**src/rtl/cnn_pkg.sv**
```systemverilog
// Shared constants for the CNN inference path: command bytes, status codes,
// stage indices and the sequencer state type.
package cnn_pkg;

    localparam logic [7:0] CMD_RUN  = 8'hCC;
    localparam logic [7:0] CMD_READ = 8'hCD;
    localparam logic [7:0] NAK_BYTE = 8'hEE;
    localparam logic [7:0] ERR_BYTE = 8'hEF;

    localparam int unsigned STG_CONV1  = 0;
    localparam int unsigned STG_POOL1  = 1;
    localparam int unsigned STG_CONV2  = 2;
    localparam int unsigned STG_POOL2  = 3;
    localparam int unsigned STG_DENSE  = 4;
    localparam int unsigned STG_ARGMAX = 5;

    typedef enum logic [2:0] {
        S_IDLE,
        S_START,
        S_WAIT_DONE,
        S_LATCH,
        S_TX_SEND,
        S_TX_WAIT_HI,
        S_TX_WAIT_LO
    } state_t;

endpackage

```
**src/rtl/stage_watchdog.sv**
```systemverilog
// Per-stage run-time limiter: counts enabled cycles after a clear and flags
// the cycle in which the count reaches TIMEOUT_CYCLES.
module stage_watchdog #(
    parameter int unsigned TIMEOUT_CYCLES = 2000000
) (
    input  logic clk,
    input  logic rst,
    input  logic clear,
    input  logic enable,
    output logic expired
);
    localparam int unsigned    CW   = $clog2(TIMEOUT_CYCLES + 1);
    localparam logic [CW-1:0]  TERM = CW'(TIMEOUT_CYCLES - 1);
    localparam logic [CW-1:0]  FULL = CW'(TIMEOUT_CYCLES);

    logic [CW-1:0] count;

    // Fires on the enabled cycle whose increment brings the count to TIMEOUT_CYCLES.
    assign expired = enable && (count == TERM);

    always_ff @(posedge clk) begin
        if (rst || clear) begin
            count <= '0;
        end else if (enable && (count != FULL)) begin
            count <= count + 1'b1;
        end
    end

endmodule

```
**src/rtl/inference_sequencer.sv**
```systemverilog
// Inference controller: runs the compute stages in order, then reports the
// predicted digit or a status byte through the shared UART transmitter.
module inference_sequencer
    import cnn_pkg::*;
#(
    parameter int unsigned NUM_STAGES     = 6,
    parameter int unsigned TIMEOUT_CYCLES = 2000000,
    parameter bit          AUTO_RUN       = 1'b1,
    parameter logic [7:0]  NAK_CODE       = NAK_BYTE,
    parameter logic [7:0]  ERR_CODE       = ERR_BYTE
) (
    input  logic                  clk,
    input  logic                  rst,
    input  logic                  weights_loaded,
    input  logic                  image_loaded,
    input  logic [7:0]            cmd_data,
    input  logic                  cmd_valid,
    output logic [NUM_STAGES-1:0] stage_start,
    input  logic [NUM_STAGES-1:0] stage_done,
    input  logic [3:0]            result_digit,
    output logic [7:0]            tx_data,
    output logic                  tx_start,
    input  logic                  tx_busy,
    output logic                  busy,
    output logic                  cmd_dropped,
    output logic [3:0]            last_result
);
    localparam int unsigned   KW         = (NUM_STAGES > 1) ? $clog2(NUM_STAGES) : 1;
    localparam logic [KW-1:0] LAST_STAGE = KW'(NUM_STAGES - 1);

    state_t        state, state_nxt;
    logic [KW-1:0] k, k_nxt;
    logic          image_valid, has_result;
    logic          tx_load, latch_en, start_taken;
    logic [7:0]    tx_byte_nxt;
    logic          is_run, is_read, wd_expired;

    assign is_run  = cmd_valid && (cmd_data == CMD_RUN);
    assign is_read = cmd_valid && (cmd_data == CMD_READ);

    assign busy        = (state != S_IDLE);
    assign stage_start = (state == S_START) ? (NUM_STAGES'(1) << k) : '0;

    stage_watchdog #(
        .TIMEOUT_CYCLES(TIMEOUT_CYCLES)
    ) u_watchdog (
        .clk    (clk),
        .rst    (rst),
        .clear  (state == S_START),
        .enable (state == S_WAIT_DONE),
        .expired(wd_expired)
    );

    always_comb begin
        state_nxt   = state;
        k_nxt       = k;
        tx_load     = 1'b0;
        tx_byte_nxt = tx_data;
        latch_en    = 1'b0;
        start_taken = 1'b0;
        tx_start    = 1'b0;
        case (state)
            S_IDLE: begin
                if (is_read) begin
                    tx_load     = 1'b1;
                    tx_byte_nxt = has_result ? {4'h0, last_result} : NAK_CODE;
                    state_nxt   = S_TX_SEND;
                end else if (image_valid && weights_loaded && (AUTO_RUN || is_run)) begin
                    start_taken = 1'b1;
                    k_nxt       = '0;
                    state_nxt   = S_START;
                end else if (is_run) begin
                    tx_load     = 1'b1;
                    tx_byte_nxt = NAK_CODE;
                    state_nxt   = S_TX_SEND;
                end
            end
            S_START: state_nxt = S_WAIT_DONE;
            S_WAIT_DONE: begin
                // A done pulse in the timeout cycle still counts as completion.
                if (stage_done[k]) begin
                    if (k == LAST_STAGE) begin
                        state_nxt = S_LATCH;
                    end else begin
                        k_nxt     = k + 1'b1;
                        state_nxt = S_START;
                    end
                end else if (wd_expired) begin
                    tx_load     = 1'b1;
                    tx_byte_nxt = ERR_CODE;
                    k_nxt       = '0;
                    state_nxt   = S_TX_SEND;
                end
            end
            S_LATCH: begin
                latch_en    = 1'b1;
                tx_load     = 1'b1;
                tx_byte_nxt = {4'h0, result_digit};
                k_nxt       = '0;
                state_nxt   = S_TX_SEND;
            end
            S_TX_SEND: begin
                if (!tx_busy) begin
                    tx_start  = 1'b1;
                    state_nxt = S_TX_WAIT_HI;
                end
            end
            S_TX_WAIT_HI: state_nxt = S_TX_WAIT_LO;
            S_TX_WAIT_LO: begin
                if (!tx_busy) begin
                    state_nxt = S_IDLE;
                end
            end
            default: state_nxt = S_IDLE;
        endcase
    end

    always_ff @(posedge clk) begin
        if (rst) begin
            state       <= S_IDLE;
            k           <= '0;
            image_valid <= 1'b0;
            has_result  <= 1'b0;
            last_result <= '0;
            tx_data     <= '0;
            cmd_dropped <= 1'b0;
        end else begin
            state       <= state_nxt;
            k           <= k_nxt;
            cmd_dropped <= cmd_valid && (state != S_IDLE);
            if (image_loaded) begin
                image_valid <= 1'b1;
            end else if (start_taken) begin
                image_valid <= 1'b0;
            end
            if (latch_en) begin
                last_result <= result_digit;
                has_result  <= 1'b1;
            end
            if (tx_load) begin
                tx_data <= tx_byte_nxt;
            end
        end
    end

endmodule
```
**config.mk**
```make
export PLATFORM = sky130hd
export DESIGN_NAME = inference_sequencer
export DESIGN_NICKNAME = d
export VERILOG_FILES = /design/src/rtl/cnn_pkg.sv /design/src/rtl/stage_watchdog.sv /design/src/rtl/inference_sequencer.sv
export SDC_FILE = /design/constraint.sdc
export NUM_CORES = 1
export LEC_CHECK = 0
export ABC_AREA = 1
export CAP_MARGIN = 20
export CELL_PAD_IN_SITES_DETAIL_PLACEMENT = 1
export CELL_PAD_IN_SITES_GLOBAL_PLACEMENT = 2
export CORE_MARGIN = 2
export CORE_UTILIZATION = 30
export CTS_BUF_LIST = sky130_fd_sc_hd__clkbuf_4
export DETAILED_ROUTE_END_ITERATION = 8
export GPL_TIMING_DRIVEN = 1
export PLACE_DENSITY_LB_ADDON = 0.1
export SETUP_SLACK_MARGIN = 0.4
export SYNTH_ARGS = -nofsm -noshare
export SYNTH_HDL_FRONTEND = slang
export SYNTH_HIERARCHICAL = 1
export SYNTH_SLANG_ARGS = --single-unit
```
**constraint.sdc**
```tcl
create_clock -name clk -period 2.5 [get_ports clk]
set_clock_uncertainty 0.2 [all_clocks]
set_input_delay 0.375 -clock clk [delete_from_list [all_inputs] [get_ports clk]]
set_output_delay 0.375 -clock clk [all_outputs]
set_load 0.02 [all_outputs]
```
==> results of run 1 <==
==> power groups by stage <==
stage	combinational, mW	sequential, mW	clock (mW)
after CTS	0.875	0.751	0.363
after floorplan	0.576	0.777	0
after global placement	0.836	0.764	0
final	0.897	0.754	0.341
after detailed placement	0.847	0.764	0
after global routing	1.01	0.765	0.386
==> worst paths after layout <==
| check | startpoint | end | slack [ps] | cells past startpoint |
|---|---|---|---|---|
| worst max register to register | u_watchdog/count[3] | tx_data[1] | 540 | 11 |
| worst max-delay path | state[0] | busy | 520 | 4 |
| worst min register to register | u_watchdog/count[11] | u_watchdog/count[11] | 300 | 2 |
| worst min-delay path | u_watchdog/count[11] | u_watchdog/count[11] | 300 | 2 |
==> cells by family after synthesis <==
logic type	share of synthesized area
AO/OA/AOI/OAI	0.09696
XOR/XNOR	0.03916
adder cells (fa/ha/maj)	0.03263
buffers and inverters	0.1054
flip-flops	0.2909
other	0.001397
AND/OR/NAND/NOR	0.4336
==> metrics by stage <==
step | power, mW | util | setup slack, ps | cell area (um2)
after floorplan | 1.354 | - | 408.5 | 2684
after global placement | 1.600 | 0.3702 | 245.4 | 3213
after detailed placement | 1.611 | 0.3702 | 223.4 | 3213
after CTS | 1.990 | 0.3802 | 323.7 | 3299
after global routing | 2.157 | 0.3937 | 380.3 | 3417
final | 1.992 | 0.3937 | 519.0 | 3417
==> sequential cells by signal, indices dropped and copies added (netlist names) <==
name / flops
u_watchdog/count: 21
tx_data: 5
last_result: 4
k: 3
state: 3
cmd_dropped: 1
has_result: 1
image_valid: 1
==> layout make-up <==
| cell class | instances | share of cell area |
|---|---|---|
| inverter | 51 | 0.05822 |
| clock inverter | 2 | 0.002197 |
| sequential | 39 | 0.2354 |
| multi-input combinational | 311 | 0.5020 |
| clock buffer | 6 | 0.01318 |
| tap | 108 | 0.03955 |
| timing repair buffer | 57 | 0.1494 |
==> routing by layer <==
| metal | up-vias | part of all wire | GRT usage |
|---|---|---|---|
| met1 | 1228 | 0.51 | 0.2241 |
| met2 | 40 | 0.44 | 0.2726 |
| met5 | - | 0 | 0 |
| met4 | 0 | 0.0097 | 0.03793 |
| met3 | 7 | 0.037 | 0.03475 |
| li1 | 1407 | - | - |
==> repair_timing <==
| action | CTS | global route |
|---|---|---|
| hold buffers | 0 | 0 |
| gates cloned | 1 | 0 |
| buffers inserted | 5 | 2 |
| hold endpoints to repair | 0 | 0 |
| endpoints found under the setup margin | 17 | 28 |
| resized for setup | 35 | 40 |
| pin swaps | 2 | 7 |
==> tightest hold or removal path: stages, from the launching register on <==
cell	delay [ps]
sky130_fd_sc_hd__dfxtp_2	360
sky130_fd_sc_hd__nand2_1	60
sky130_fd_sc_hd__a21oi_1	50
==> cells in the final DEF (no fill, tap or decap), types with 2 or more instances in the layout <==
cell type	synthesis	routed
sky130_fd_sc_hd__a21oi_2	5	5
sky130_fd_sc_hd__nor2_2	10	12
sky130_fd_sc_hd__nand4_1	5	5
sky130_fd_sc_hd__o21ai_0	3	3
sky130_fd_sc_hd__a211oi_1	3	3
sky130_fd_sc_hd__clkinv_1	2	4
sky130_fd_sc_hd__inv_2	6	6
sky130_fd_sc_hd__nand2_4	4	6
sky130_fd_sc_hd__dfxtp_2	0	13
sky130_fd_sc_hd__nand3_2	4	7
sky130_fd_sc_hd__o21ai_1	3	3
sky130_fd_sc_hd__clkdlybuf4s50_1	0	35
sky130_fd_sc_hd__nand3_1	37	34
sky130_fd_sc_hd__dfxtp_4	0	2
sky130_fd_sc_hd__clkbuf_4	1	6
sky130_fd_sc_hd__dfxtp_1	39	24
sky130_fd_sc_hd__ha_1	7	6
sky130_fd_sc_hd__buf_4	3	16
sky130_fd_sc_hd__inv_1	42	40
sky130_fd_sc_hd__nand2_2	8	7
sky130_fd_sc_hd__nand2_1	98	97
sky130_fd_sc_hd__inv_4	1	3
sky130_fd_sc_hd__a21oi_1	26	26
sky130_fd_sc_hd__nor2_1	65	62
sky130_fd_sc_hd__nor3_2	1	5
sky130_fd_sc_hd__xnor2_1	4	4
sky130_fd_sc_hd__buf_2	4	3
sky130_fd_sc_hd__xor2_1	8	8
sky130_fd_sc_hd__nor2_4	2	4
sky130_fd_sc_hd__nor3_1	7	2
==> metrics.log, run 1 <==
[metrics] result of the run: finished, final reports clean
[metrics] CP peak stage delay: 330 ps
[metrics] CP bufs+invs: 2
[metrics] dominant synthesized flop cell: sky130_fd_sc_hd__dfxtp_1
[metrics] unrepaired setup endpoints after global routing: true
[metrics] DRC violation total after the first TritonRoute iteration: 45
[metrics] overall fraction of global-route tracks in use: 0.1658
[metrics] estimated wirelength of the detail-placed design: 5718 um
[metrics] share of flip-flops with an asynchronous set or reset after synthesis: 0
[metrics] leading cell types by total area after synthesis: sky130_fd_sc_hd__dfxtp_1 (29%), sky130_fd_sc_hd__nand2_1 (14%), sky130_fd_sc_hd__nor2_1 (9.1%), sky130_fd_sc_hd__nand3_1 (6.9%), sky130_fd_sc_hd__inv_1 (5.9%)
[metrics] Post-synth EDFFs: 0
[metrics] worst skew pair latency: 360 ps
[metrics] DRC violation count after routing: 0
[metrics] Pleak: 1.383 nW
[metrics] critical path cell sequence: buf_4, nor2_1, nand2_2, dlygate4sd2_1
[metrics] Total Routed Length: 7728 um
[metrics] final period demand of the worst path: 1981 ps
[metrics] first-pass GRT wire length: 13250 um
[metrics] type of the worst setup path: reg2out
[metrics] largest net degree at the start of global routing: 17
[metrics] part of the power in the clock network: 0.171
[metrics] biggest area consumer among synthesized cells: sky130_fd_sc_hd__dfxtp_1
[metrics] antenna-violating nets left: 0
[metrics] vertical extent of the die: 98.59 um
[metrics] highest clock rate: 0.5048 GHz
[metrics] Avg Synthesized Cell Area: 6.514 um2
[metrics] number of H-tree levels: 2
[metrics] share of post-route cells with drive strength above 1: 0.2232
[metrics] antenna cell count: 0
[metrics] fraction of power consumed by sequential logic: 0.379
[metrics] Yosys warning count: 6
[metrics] number of max-cap violations: 0
[metrics] number of global-route vias before repair: 2768
[metrics] Final Max Tran Viols: 0
[metrics] number of placed instances, taps included: 558
[metrics] overflow left after global routing: 0
[metrics] number of flip-flops and latches in the synthesized netlist: 39
[metrics] standard cell with the maximum stage delay on the critical path: sky130_fd_sc_hd__dfxtp_1
[metrics] Power Dens Cells: 582.9 nW/um2
[metrics] area taken by multi-input logic gates: 1715 um2
[metrics] horizontal die dimension: 98.59 um
[metrics] Vias/cell: 4.672
[metrics] num rows: 34
[metrics] largest buffer count on any clock path: 2
[metrics] number of standard cells in the final layout excluding fillers: 574
[metrics] count of fill cells added during filler insertion: 1184
[metrics] count of port buffers added during placement: 43
[metrics] worst endpoint data arrival time: 1410 ps
[metrics] maximum ir drop on the vdd rail: 0.2095 mV
[metrics] dominant cell by count in the synthesized netlist: sky130_fd_sc_hd__nand2_1
[metrics] Synth top cells by count: sky130_fd_sc_hd__nand2_1 (98), sky130_fd_sc_hd__nor2_1 (65), sky130_fd_sc_hd__inv_1 (42)
[metrics] routability congestion estimate from global placement: 0.7838
[metrics] overall via count from detail_route: 2682
[metrics] Mapped Nets: 443
[metrics] antenna violations before repair: 0
[metrics] CTS tree: yes
[metrics] total negative slack: 0 ps
[metrics] first drt pass iteration count: 4
[metrics] Final Setup Violations: 0
[metrics] count of different cell masters after synthesis: 40
[metrics] fraction of power spent switching nets: 0.4299
[metrics] class of the most critical hold timing path: reg2reg
[metrics] switching power: 0.8563 mW
[metrics] Seq/Total Area, Yosys: 0.2909
[metrics] total internal power: 1.135 mW
[metrics] category of the worst setup path capture point: output port
[metrics] final routed wire length divided by cell count: 13.46 um
[metrics] number of instances in the synthesized netlist: 412
[metrics] final hold vios: 0
[metrics] CTS buffer count: 5
[metrics] total die area: 9719 um2
[metrics] hold_ws: 299.6 ps
[metrics] starting density of the core: 0.3093
[metrics] area added between synthesis and finish: 27.32%
[metrics] Num Clock Sinks: 39
[metrics] Clk pin slew, worst setup/hold paths: 130 ps
[metrics] Boundary Pins: 45
[metrics] dominant delay contributor by cell family on the critical path: buffers and inverters
[metrics] number of nets at the end of the flow: 496
[metrics] crit path max fanout: 5
[metrics] placeable core region: 8678 um2
[metrics] share of the cycle needed by the critical path after routing: 0.7924
[metrics] Combinational Power Share: 0.450
[metrics] total standard cell area after synthesis: 2684 um2
[metrics] buffer type at the clock tree root: sky130_fd_sc_hd__clkbuf_4
[metrics] critical path startpoint category: flop
[metrics] area share of the largest cell type after synthesis: 0.2909
[metrics] register cell area after layout: 804.5 um2
[metrics] Crit path required time: 1920 ps
Note: power is estimated with default switching activity, not from simulation.
==> run 2: changes to the inputs <==
Settings changed: CORE_UTILIZATION 30 to 27.
Clock period 2.5 ns to 1.6 ns, I/O delays scaled along.
==> run 2 against run 1 <==
The run now ends with setup timing left. Hold slack got worse by 43 ps. Clock power rose to 2.6 times the previous value. Power is 110% higher. Non-clock buffer count grew 78. First-iteration DRC count is the same. Routed wire length is 15% higher. Core utilization up 6.2 points. Sequential share of layout area fell by 5.3 points. Cell count rose by 18%. Flip-flop and latch count stayed put. Critical path type is now reg2reg. Critical endpoint is now tx_data[2]. Largest cell class unchanged.
==> metrics.log, run 2 (synthesized netlist as in run 1, its figures left out) <==
[metrics] result of the run: finished, violations left
[metrics] violations in the final reports: setup timing
[metrics] class of the most critical hold timing path: in2reg
[metrics] Pleak: 1.849 nW
[metrics] final design area excluding fillers: 4431 um2
[metrics] Final Setup Violations: 43
[metrics] start point of the worst min-delay path: image_loaded
[metrics] number of global-route vias before repair: 3229
[metrics] register cell area after layout: 807.0 um2
[metrics] final period demand of the worst path: 1967 ps
[metrics] Reg2Reg Setup Slack: -370 ps
[metrics] share of the cycle needed by the critical path after routing: 1.230
[metrics] number of placed instances, taps included: 660
[metrics] count of port buffers added during placement: 43
[metrics] largest net degree at the start of global routing: 17
[metrics] startpoint of the worst register-to-register path: state[1]
[metrics] maximum ir drop on the vdd rail: 0.6524 mV
[metrics] antenna-violating nets left: 0
[metrics] overall fraction of global-route tracks in use: 0.1735
[metrics] placeable core region: 9729 um2
[metrics] horizontal die dimension: 103.7 um
[metrics] area added between synthesis and finish: 65.08%
[metrics] total internal power: 2.519 mW
[metrics] Combinational Power Share: 0.495
[metrics] instance count along the most critical hold path: 3
[metrics] DRC violation total after the first TritonRoute iteration: 45
[metrics] critical path startpoint category: flop
[metrics] antenna violations before repair: 0
[metrics] number of standard cells in the final layout excluding fillers: 677
[metrics] worst endpoint data arrival time: 2050 ps
[metrics] Power Dens Cells: 937.0 nW/um2
[metrics] type of the worst setup path: reg2reg
[metrics] final setup slack of the worst path: -367.3 ps
[metrics] DRC violation count after routing: 0
[metrics] top library cells by usage in the layout, fill and taps aside: sky130_fd_sc_hd__nand2_1 (93), sky130_fd_sc_hd__buf_4 (79), sky130_fd_sc_hd__nor2_1 (48), sky130_fd_sc_hd__inv_1 (37), sky130_fd_sc_hd__nand3_1 (35)
[metrics] CTS buffer count: 5
[metrics] starting density of the core: 0.2758
[metrics] number of nets at the end of the flow: 574
[metrics] Boundary Pins: 45
[metrics] count of fill cells added during filler insertion: 1238
[metrics] area taken by multi-input logic gates: 1923 um2
[metrics] Most flops, register: u_watchdog/count
[metrics] leading cell type in the layout, fill and taps excluded: sky130_fd_sc_hd__nand2_1
[metrics] Vias/cell: 4.448
[metrics] Clk pin slew, worst setup/hold paths: 150 ps
[metrics] routability congestion estimate from global placement: 0.7761
[metrics] total die area: 10750 um2
[metrics] overall via count from detail_route: 3011
[metrics] number of max-cap violations: 0
[metrics] Final Max Tran Viols: 0
[metrics] Placed Instance Area: 3921 um2
[metrics] unrepaired setup endpoints after global routing: true
[metrics] biggest registers after layout: u_watchdog/count: 21 flops, tx_data: 5 flops, last_result: 4 flops
[metrics] number of flip-flops under the largest register name: 21
[metrics] buffer type at the clock tree root: sky130_fd_sc_hd__clkbuf_4
[metrics] hold_ws: 256.6 ps
[metrics] CTS tree: yes
[metrics] final hold vios: 0
[metrics] crit path max fanout: 5
[metrics] vertical extent of the die: 103.7 um
[metrics] fraction of power spent switching nets: 0.3932
[metrics] category of the worst setup path capture point: flop
[metrics] overflow left after global routing: 0
[metrics] Num Clock Sinks: 39
[metrics] number of cell instances on the worst register-to-register path: 14
[metrics] antenna cell count: 0
[metrics] number of H-tree levels: 2
[metrics] worst min-delay path endpoint: image_valid
[metrics] share of post-route cells with drive strength above 1: 0.4246
[metrics] num rows: 36
[metrics] worst skew pair latency: 370 ps
[metrics] fraction of power consumed by sequential logic: 0.293
[metrics] final routed wire length divided by cell count: 13.13 um
[metrics] Total Routed Length: 8887 um
[metrics] Crit path required time: 1690 ps
[metrics] part of the power in the clock network: 0.212
[metrics] switching power: 1.632 mW
[metrics] estimated wirelength of the detail-placed design: 6784 um
[metrics] highest clock rate: 0.5083 GHz
[metrics] largest buffer count on any clock path: 2
[metrics] first drt pass iteration count: 4
[metrics] first-pass GRT wire length: 15300 um
[metrics] Worst R2R End: tx_data[2]
==> run 2: cell count changes in the layout (fill, tap and decap cells not counted), moves of 4 or more <==
| cell | before | now |
|---|---|---|
| sky130_fd_sc_hd__buf_4 | 16 | 79 |
| sky130_fd_sc_hd__buf_6 | 1 | 29 |
| sky130_fd_sc_hd__clkdlybuf4s50_1 | 35 | 23 |
| sky130_fd_sc_hd__ha_1 | 6 | 2 |
| sky130_fd_sc_hd__nand2_1 | 97 | 93 |
| sky130_fd_sc_hd__nor2_1 | 62 | 48 |
| sky130_fd_sc_hd__nor2_2 | 12 | 18 |
| sky130_fd_sc_hd__nor2_4 | 4 | 12 |
==> run 2: worst max-delay path by stage <==
stage / endpoint / start / slack (ps)
floorplan: tx_data[6] / state[1] / -450
global placement: tx_data[6] / u_watchdog/count[0] / -590
detailed placement: tx_data[3] / u_watchdog/count[1] / -670
CTS: tx_data[6] / u_watchdog/count[0] / -420
global route: tx_data[3] / state[1] / -510
finish: tx_data[2] / state[1] / -370
==> run 2: per-layer routing <==
metal	routed length [um]	GRT usage
met1	3909	0.2041
met2	4728	0.3325
met3	187	0.02895
met4	63	0.02896
met5	0	0
==> run 2: power groups by stage <==
stage / Sequential, mW / Clock, mW / Combinational (mW)
global placement: 1.18 / 0 / 1.78
finish: 1.22 / 0.880 / 2.06
global route: 1.24 / 0.958 / 2.27
CTS: 1.21 / 0.928 / 1.98
detailed placement: 1.18 / 0 / 1.79
floorplan: 1.22 / 0 / 0.975
==> run 2: worst max-delay path, cell delays in order (launching register included) <==
cell and delay (ps):
sky130_fd_sc_hd__dfxtp_2 370, sky130_fd_sc_hd__inv_2 40, sky130_fd_sc_hd__buf_6 110, sky130_fd_sc_hd__nor2_4 130
sky130_fd_sc_hd__inv_4 60, sky130_fd_sc_hd__nor2_8 80, sky130_fd_sc_hd__nand4_1 130, sky130_fd_sc_hd__nor2_2 170
sky130_fd_sc_hd__inv_2 70, sky130_fd_sc_hd__nand2_4 80, sky130_fd_sc_hd__nand2_4 60, sky130_fd_sc_hd__nor2_4 170
sky130_fd_sc_hd__nand3_1 90, sky130_fd_sc_hd__nand2_1 60, sky130_fd_sc_hd__nor2_1 40
==> run 2: final cells by class <==
type	count	area share
clock buffers	5	0.008472
clock inverters	3	0.01525
inverters	51	0.04688
multi-input cells	311	0.4341
flip-flops and latches	39	0.1822
well taps	133	0.03756
repair buffers	135	0.2756
==> run 2: what timing repair did <==
| action | CTS | global route |
|---|---|---|
| gates resized for setup | 171 | 39 |
| buffers inserted | 3 | 5 |
| hold buffers | 0 | 0 |
| endpoints found under the setup margin | 59 | 59 |
| pin swaps | 14 | 14 |
| gates cloned | 1 | 0 |
==> run 2: per-stage QoR <==
stage	setup TNS (ps)	power (mW)	util	worst slack, ps
2_1_floorplan	-5532	2.195	-	-452.1
3_3_place_gp	-14230	2.956	0.4030	-585.4
3_5_place_dp	-15580	2.971	0.4030	-665.6
4_1_cts	-12220	4.118	0.4396	-420.9
5_1_grt	-16810	4.463	0.4554	-511.9
6_report	-11870	4.151	0.4554	-367.3
